<file path="config.mk">
export PLATFORM = sky130hd
export DESIGN_NAME = edge_window_counter
export DESIGN_NICKNAME = d
export VERILOG_FILES = /design/src/rtl/audio_meter_pkg.sv /design/src/rtl/sync_edge_detect.sv /design/src/rtl/edge_window_counter.sv
export SDC_FILE = /design/constraint.sdc
export NUM_CORES = 1
export LEC_CHECK = 0
export BUFFER_PORTS_ARGS = -buffer_cell sky130_fd_sc_hd__buf_4
export CAP_MARGIN = 10
export CORE_MARGIN = 5
export CORE_UTILIZATION = 40
export CTS_CLUSTER_DIAMETER = 150
export DETAILED_ROUTE_END_ITERATION = 8
export PLACE_DENSITY = 0.61
export SETUP_SLACK_MARGIN = 0.5
export SLEW_MARGIN = 20
export SYNTH_ARGS = -nofsm -noshare
export SYNTH_HDL_FRONTEND = slang
export SYNTH_SLANG_ARGS = --single-unit
export TNS_END_PERCENT = 30
</file>
<file path="constraint.sdc">
create_clock -name clk -period 2.05 [get_ports clk]
set_clock_uncertainty 0.05 [all_clocks]
set_input_delay 0.3075 -clock clk [delete_from_list [all_inputs] [get_ports clk]]
set_output_delay 0.3075 -clock clk [all_outputs]
set_load 0.02 [all_outputs]
</file>
<file path="src/rtl/audio_meter_pkg.sv">
// audio_meter_pkg
//   Shared definitions for the audio level meter chain. The edge window
//   counter produces COUNT_W-bit counts and the downstream LED bucket decoder
//   consumes them, so both sides take COUNT_W from here.
//   Contents:
//     COUNT_W               width of the edge counters (8)
//     DEFAULT_WINDOW_CYCLES gate window length in clk cycles (10 ms at 48 MHz)
//     win_state_t           gate window FSM states
package audio_meter_pkg;

  localparam int COUNT_W               = 8;
  localparam int DEFAULT_WINDOW_CYCLES = 480000;

  typedef enum logic {
    IDLE = 1'b0,
    RUN  = 1'b1
  } win_state_t;

endpackage

</file>
<file path="src/rtl/sync_edge_detect.sv">
// sync_edge_detect
//   Two-flop synchronizer for an asynchronous 1-bit input followed by a
//   previous-sample register, producing a one-cycle rising-edge strobe in
//   the clk domain. All flops clear to 0, so an input already high when
//   reset releases shows up as exactly one rising edge.
//   Ports:
//     clk      in   system clock
//     reset_n  in   asynchronous active-low reset
//     din      in   asynchronous input
//     rise     out  high for one cycle after a synchronized 0->1 transition
module sync_edge_detect (
  input  logic clk,
  input  logic reset_n,
  input  logic din,
  output logic rise
);

  logic sync_p0;
  logic sync_p1;
  logic prev_p2;

  always_ff @(posedge clk or negedge reset_n) begin
    if (!reset_n) begin
      sync_p0 <= 1'b0;
      sync_p1 <= 1'b0;
      prev_p2 <= 1'b0;
    end else begin
      // stage 0: first synchronizer flop (may go metastable)
      sync_p0 <= din;
      // stage 1: second synchronizer flop, first safe sample
      sync_p1 <= sync_p0;
      // stage 2: previous safe sample for edge detection
      prev_p2 <= sync_p1;
    end
  end

  assign rise = sync_p1 & ~prev_p2;

endmodule

</file>
<file path="src/rtl/edge_window_counter.sv">
// edge_window_counter
//   Counts rising edges of an asynchronous input over back-to-back gate
//   windows of WINDOW_CYCLES clocks and latches a saturated count at the end
//   of each completed window. Dropping enable abandons the running window
//   without touching the latched outputs.
//   Parameters:
//     WINDOW_CYCLES  gate window length in clk cycles (>= 4)
//     COUNT_W        width of the edge counters
//   Ports:
//     clk                 in   system clock
//     reset_n             in   asynchronous active-low reset
//     sig_in              in   asynchronous input (comparator output)
//     enable              in   high = gate windows run, low = idle
//     edge_count_latched  out  count from the last completed window
//     count_valid         out  one-cycle pulse when edge_count_latched updates
//     overflow            out  last completed window saturated
module edge_window_counter #(
  parameter int WINDOW_CYCLES = audio_meter_pkg::DEFAULT_WINDOW_CYCLES,
  parameter int COUNT_W       = audio_meter_pkg::COUNT_W
) (
  input  logic               clk,
  input  logic               reset_n,
  input  logic               sig_in,
  input  logic               enable,
  output logic [COUNT_W-1:0] edge_count_latched,
  output logic               count_valid,
  output logic               overflow
);

  import audio_meter_pkg::*;

  localparam int                 WIN_W    = $clog2(WINDOW_CYCLES);
  localparam logic [WIN_W-1:0]   WIN_LAST = WIN_W'(WINDOW_CYCLES - 1);
  localparam logic [COUNT_W-1:0] CNT_MAX  = '1;

  // Adds one edge, holding at the all-ones value instead of wrapping.
  function automatic logic [COUNT_W-1:0] sat_add(input logic [COUNT_W-1:0] cnt,
                                                 input logic               inc);
    if (inc && (cnt != CNT_MAX)) begin
      return cnt + COUNT_W'(1);
    end
    return cnt;
  endfunction

  // True when an edge arrives that sat_add has to drop.
  function automatic logic sat_hit(input logic [COUNT_W-1:0] cnt,
                                   input logic               inc);
    return inc && (cnt == CNT_MAX);
  endfunction

  logic rise;

  sync_edge_detect u_sync_edge_detect (
    .clk     (clk),
    .reset_n (reset_n),
    .din     (sig_in),
    .rise    (rise)
  );

  win_state_t         state, state_nxt;
  logic [WIN_W-1:0]   win_cnt, win_cnt_nxt;
  logic [COUNT_W-1:0] run_cnt, run_cnt_nxt;
  logic               sat_flag, sat_flag_nxt;
  logic [COUNT_W-1:0] latch_nxt;
  logic               ovf_nxt;
  logic               vld_nxt;

  always_ff @(posedge clk or negedge reset_n) begin
    if (!reset_n) begin
      state              <= IDLE;
      win_cnt            <= '0;
      run_cnt            <= '0;
      sat_flag           <= 1'b0;
      edge_count_latched <= '0;
      overflow           <= 1'b0;
      count_valid        <= 1'b0;
    end else begin
      state              <= state_nxt;
      win_cnt            <= win_cnt_nxt;
      run_cnt            <= run_cnt_nxt;
      sat_flag           <= sat_flag_nxt;
      edge_count_latched <= latch_nxt;
      overflow           <= ovf_nxt;
      count_valid        <= vld_nxt;
    end
  end

  always_comb begin
    state_nxt    = state;
    win_cnt_nxt  = '0;
    run_cnt_nxt  = '0;
    sat_flag_nxt = 1'b0;
    latch_nxt    = edge_count_latched;
    ovf_nxt      = overflow;
    vld_nxt      = 1'b0;

    unique case (state)
      IDLE: begin
        if (enable) begin
          state_nxt = RUN;
        end
      end
      RUN: begin
        if (!enable) begin
          // Disable beats the terminal cycle: the partial window is dropped.
          state_nxt = IDLE;
        end else if (win_cnt == WIN_LAST) begin
          // The closing window owns this cycle's edge; the new window starts
          // at count 0 on the very next cycle.
          latch_nxt = sat_add(run_cnt, rise);
          ovf_nxt   = sat_flag | sat_hit(run_cnt, rise);
          vld_nxt   = 1'b1;
        end else begin
          win_cnt_nxt  = win_cnt + WIN_W'(1);
          run_cnt_nxt  = sat_add(run_cnt, rise);
          sat_flag_nxt = sat_flag | sat_hit(run_cnt, rise);
        end
      end
      default: state_nxt = IDLE;
    endcase
  end

endmodule

</file>
==> out/results.tsv <==
stage	metric	value	unit
synthesis	synth_warnings	0	
routing	viasPerCell	5.237	
clocking	cts-buffers-inserted	5	
clocking	clockBufferDepth	2	
synthesis	yosys.cell_types.count	30	
final_layout	fin_util	0.5270	
final_layout	seq_area	1051	sq um
clocking	cts_sinks	42	
synthesis	syn_nets	179	
sta	relSlewSlack	0.6540	
sta	min_period_over_period	0.8271	
global_routing	grt_pass1_wl	6113	um
sta	slew_violations	0	
synthesis	yosys-top-cells-area	dfrtp_1 56%, xor2_1 7.0%, nor2_1 6.6%	
critical_path	slowest_delay	390	ps
final_layout	nets	210	
synthesis	syn_avg_cell_area	10.80	sq um
global_routing	grt_usage	0.1269	
final_layout	drive_gt1_frac	0.2488	
critical_path	cp.arrival	1830	ps
critical_path	worstPathRequired	2180	ps
global_routing	grt_use_met2	0.2003	
global_routing	grt_pass1_vias	1279	
floorplanning	rows	24	
pwr	peakVddDrop	247.3	uV
placed_design	io_buffers	13	
placed_design	post-place-ws	206.3	ps
sta	rsz0062_at_grt	yes	
critical_path	cp_max_fo	4	
synthesis	syn_inst	173	
routing	dr.pass1.iters	4	
clocking	cts_tree	yes	
worst_hold_path	hp-class	in -> reg	
critical_path	crit_chain	ha_4, nand3_4, nor4b_4, nand4_4, mux2_4	
critical_path	critical_path_class	reg -> reg	
synthesis	synth_top_area_cell	dfrtp_1	
sta	min_period	1696	ps
routing	vias	1346	
sta	tightest_slew	519.0	ps
global_routing	met1_usage	0.1648	
routing	drc	0	
run	drv_cap	0	
sta	finalWorstSetupSlack	354.4	ps
sta	setup_viol	0	
outcome	status	complete, no violations	
synthesis	yosysSeqAreaShare	0.5626	
sta	clock.fmax	589.8	MHz
critical_path	cpMaxStageDelayCell	dfrtp_1	
floorplanning	io_pins	14	
synthesis	synth_top_area_share	0.5626	
global_routing	antenna_found_initial	0	
floorplanning	dieArea	6137	sq um
global_routing	busiest_layer	met2	
floorplanning	die_h	78.34	um
final_layout	antenna_cells	0	
critical_path	cp.buffers_inverters	0	
routing	wire_per_inst	14.61	um
clocking	htree_num_levels	2	
routing	drt_first_iter_violations	142	
floorplanning	start_util	0.4203	
synthesis	syn-cell-area	1868	sq um
critical_path	crit_family	simple AND/OR/NAND/NOR gates	
synthesis	synth_seq_cells	42	
clocking	clk_pin_slew	80	ps
critical_path	startpoint_type	register	
final_layout	areaGrowthSynthToFinish	25.39	%
pwr	total_power	1.543	mW
routing	wirelength	3755	um
sta	finalHoldViolCount	0	
clocking	root_buffer	clkbuf_8	
critical_path	end_kind	register	
final_layout	num-fill-cells	417	
routing	ant_nets	0	
pwr	p_leak	1.042	nW
final_layout	multi_input_area	914.6	sq um
placed_design	dp_hpwl	2311	um
floorplanning	die-width	78.34	um
clocking	worstSkewPairLatency	290	ps
floorplanning	coreArea	4444	sq um
placed_design	place_congestion	0.8137	
global_routing	grt-ovfl-total	0	
global_routing	grt_max_degree	43	
pwr	power_density	658.9	nW/um^2
global_routing	met3_usage	0.03890	
sta	tns	0	ps
[worst paths after layout]
path | start | cells past startpoint | slack (ps) | end
worst max-delay path | win_cnt[0] | 5 | 350 | edge_count_latched[2]
worst min-delay path | sig_in | 1 | 60 | u_sync_edge_detect.sync_p0
worst max register to register | win_cnt[0] | 5 | 350 | edge_count_latched[2]
worst min register to register | u_sync_edge_detect.sync_p0 | 0 | 300 | u_sync_edge_detect.sync_p1
max in group asynchronous | reset_n | 2 | 1110 | run_cnt[7]
min in group asynchronous | reset_n | 2 | 480 | win_cnt[6]
[what timing repair did]
action / CTS / global route
cloned: 1 / 2
hold endpoints to repair: 42 / 0
endpoints found under the setup margin: 36 / 37
gates resized for setup: 4 / 12
pin swaps: 4 / 7
hold buffers: 1 / 0
buffers inserted: 8 / 2
[through the flow]
stage          hold slack, ps  cell area, sq um  instances
2_1_floorplan          -38.09              1896        173
3_3_place_gp            260.3              2034        235
3_5_place_dp            274.3              2034        235
4_1_cts                 54.82              2247        253
5_1_grt                 43.26              2342        257
6_report                64.11              2342        257
[placed cells by master, fill, tap and decap left out, types with 2 or more instances in the layout]
master    netlist  routed
xnor2_1         6       6
buf_4           2      23
nand3_1         7       6
mux2i_1         3       3
clkbuf_8        0       5
and4_1          4       4
inv_1           2       2
nand2b_1        2       2
dfrtp_1        42      42
o21ai_1         7       7
nor2_4          0       2
a21oi_1         2       2
nand4_1         7       7
and3_1          3       2
nand2_1        21      19
nand3_4         0       5
xor2_1         15      14
nor2b_1         2       2
nor2_1         33      31
[kinds of logic (layout without fill, tap and decap cells)]
kind of cell             after synthesis  count (layout)  share of synthesized area
buffers and inverters                  6              35                    0.02076
XOR/XNOR                              21              21                    0.09846
AND/OR/NAND/NOR                       87              90                     0.2485
adder cells (fa/ha/maj)                2               2                    0.01339
AO/OA/AOI/OAI                         11              11                    0.03215
flip-flops                            42              42                     0.5626
multiplexers                           4               4                    0.02411
[Yosys cell counts]
master / instances
a21oi_1: 2
a31oi_1: 1
and3_1: 3
and4_1: 4
and4_2: 1
and4b_2: 1
buf_2: 1
buf_4: 2
buf_6: 1
dfrtp_1: 42
ha_1: 2
inv_1: 2
mux2_4: 1
mux2i_1: 3
nand2_1: 21
nand2b_1: 2
nand3_1: 7
nand3_2: 1
nand4_1: 7
nand4_2: 1
nand4_4: 1
nor2_1: 33
nor2b_1: 2
nor3_1: 1
nor4b_4: 1
nor4bb_1: 1
o21ai_1: 7
o21ai_2: 1
xnor2_1: 6
xor2_1: 15
[routing by layer]
layer,vias up,routed length [um]
li1,654,-
met1,659,1724
met2,28,1849
met3,5,148
met4,0,32
met5,-,0
[registers in the layout, indices dropped and copies added (netlist names)]
name	cells
state	1
win_cnt	19
count_valid	1
u_sync_edge_detect.prev_p2	1
u_sync_edge_detect.sync_p0	1
sat_flag	1
run_cnt	8
overflow	1
u_sync_edge_detect.sync_p1	1
edge_count_latched	8
[where the power goes]
| part | switching [mW] | internal (mW) |
|---|---|---|
| sequential | 0.00862 | 0.834 |
| clock | 0.282 | 0.363 |
| combinational | 0.0387 | 0.0164 |
[final cells by class]
class	count	share of cell area
Clock buffer	6	0.03098
Clock inverter	2	0.01603
Inverter	2	0.003205
Multi-Input combinational cell	128	0.3905
Sequential cell	42	0.4487
Tap cell	52	0.02778
Timing Repair Buffer	25	0.08280
(Power assumes the default switching activity.)
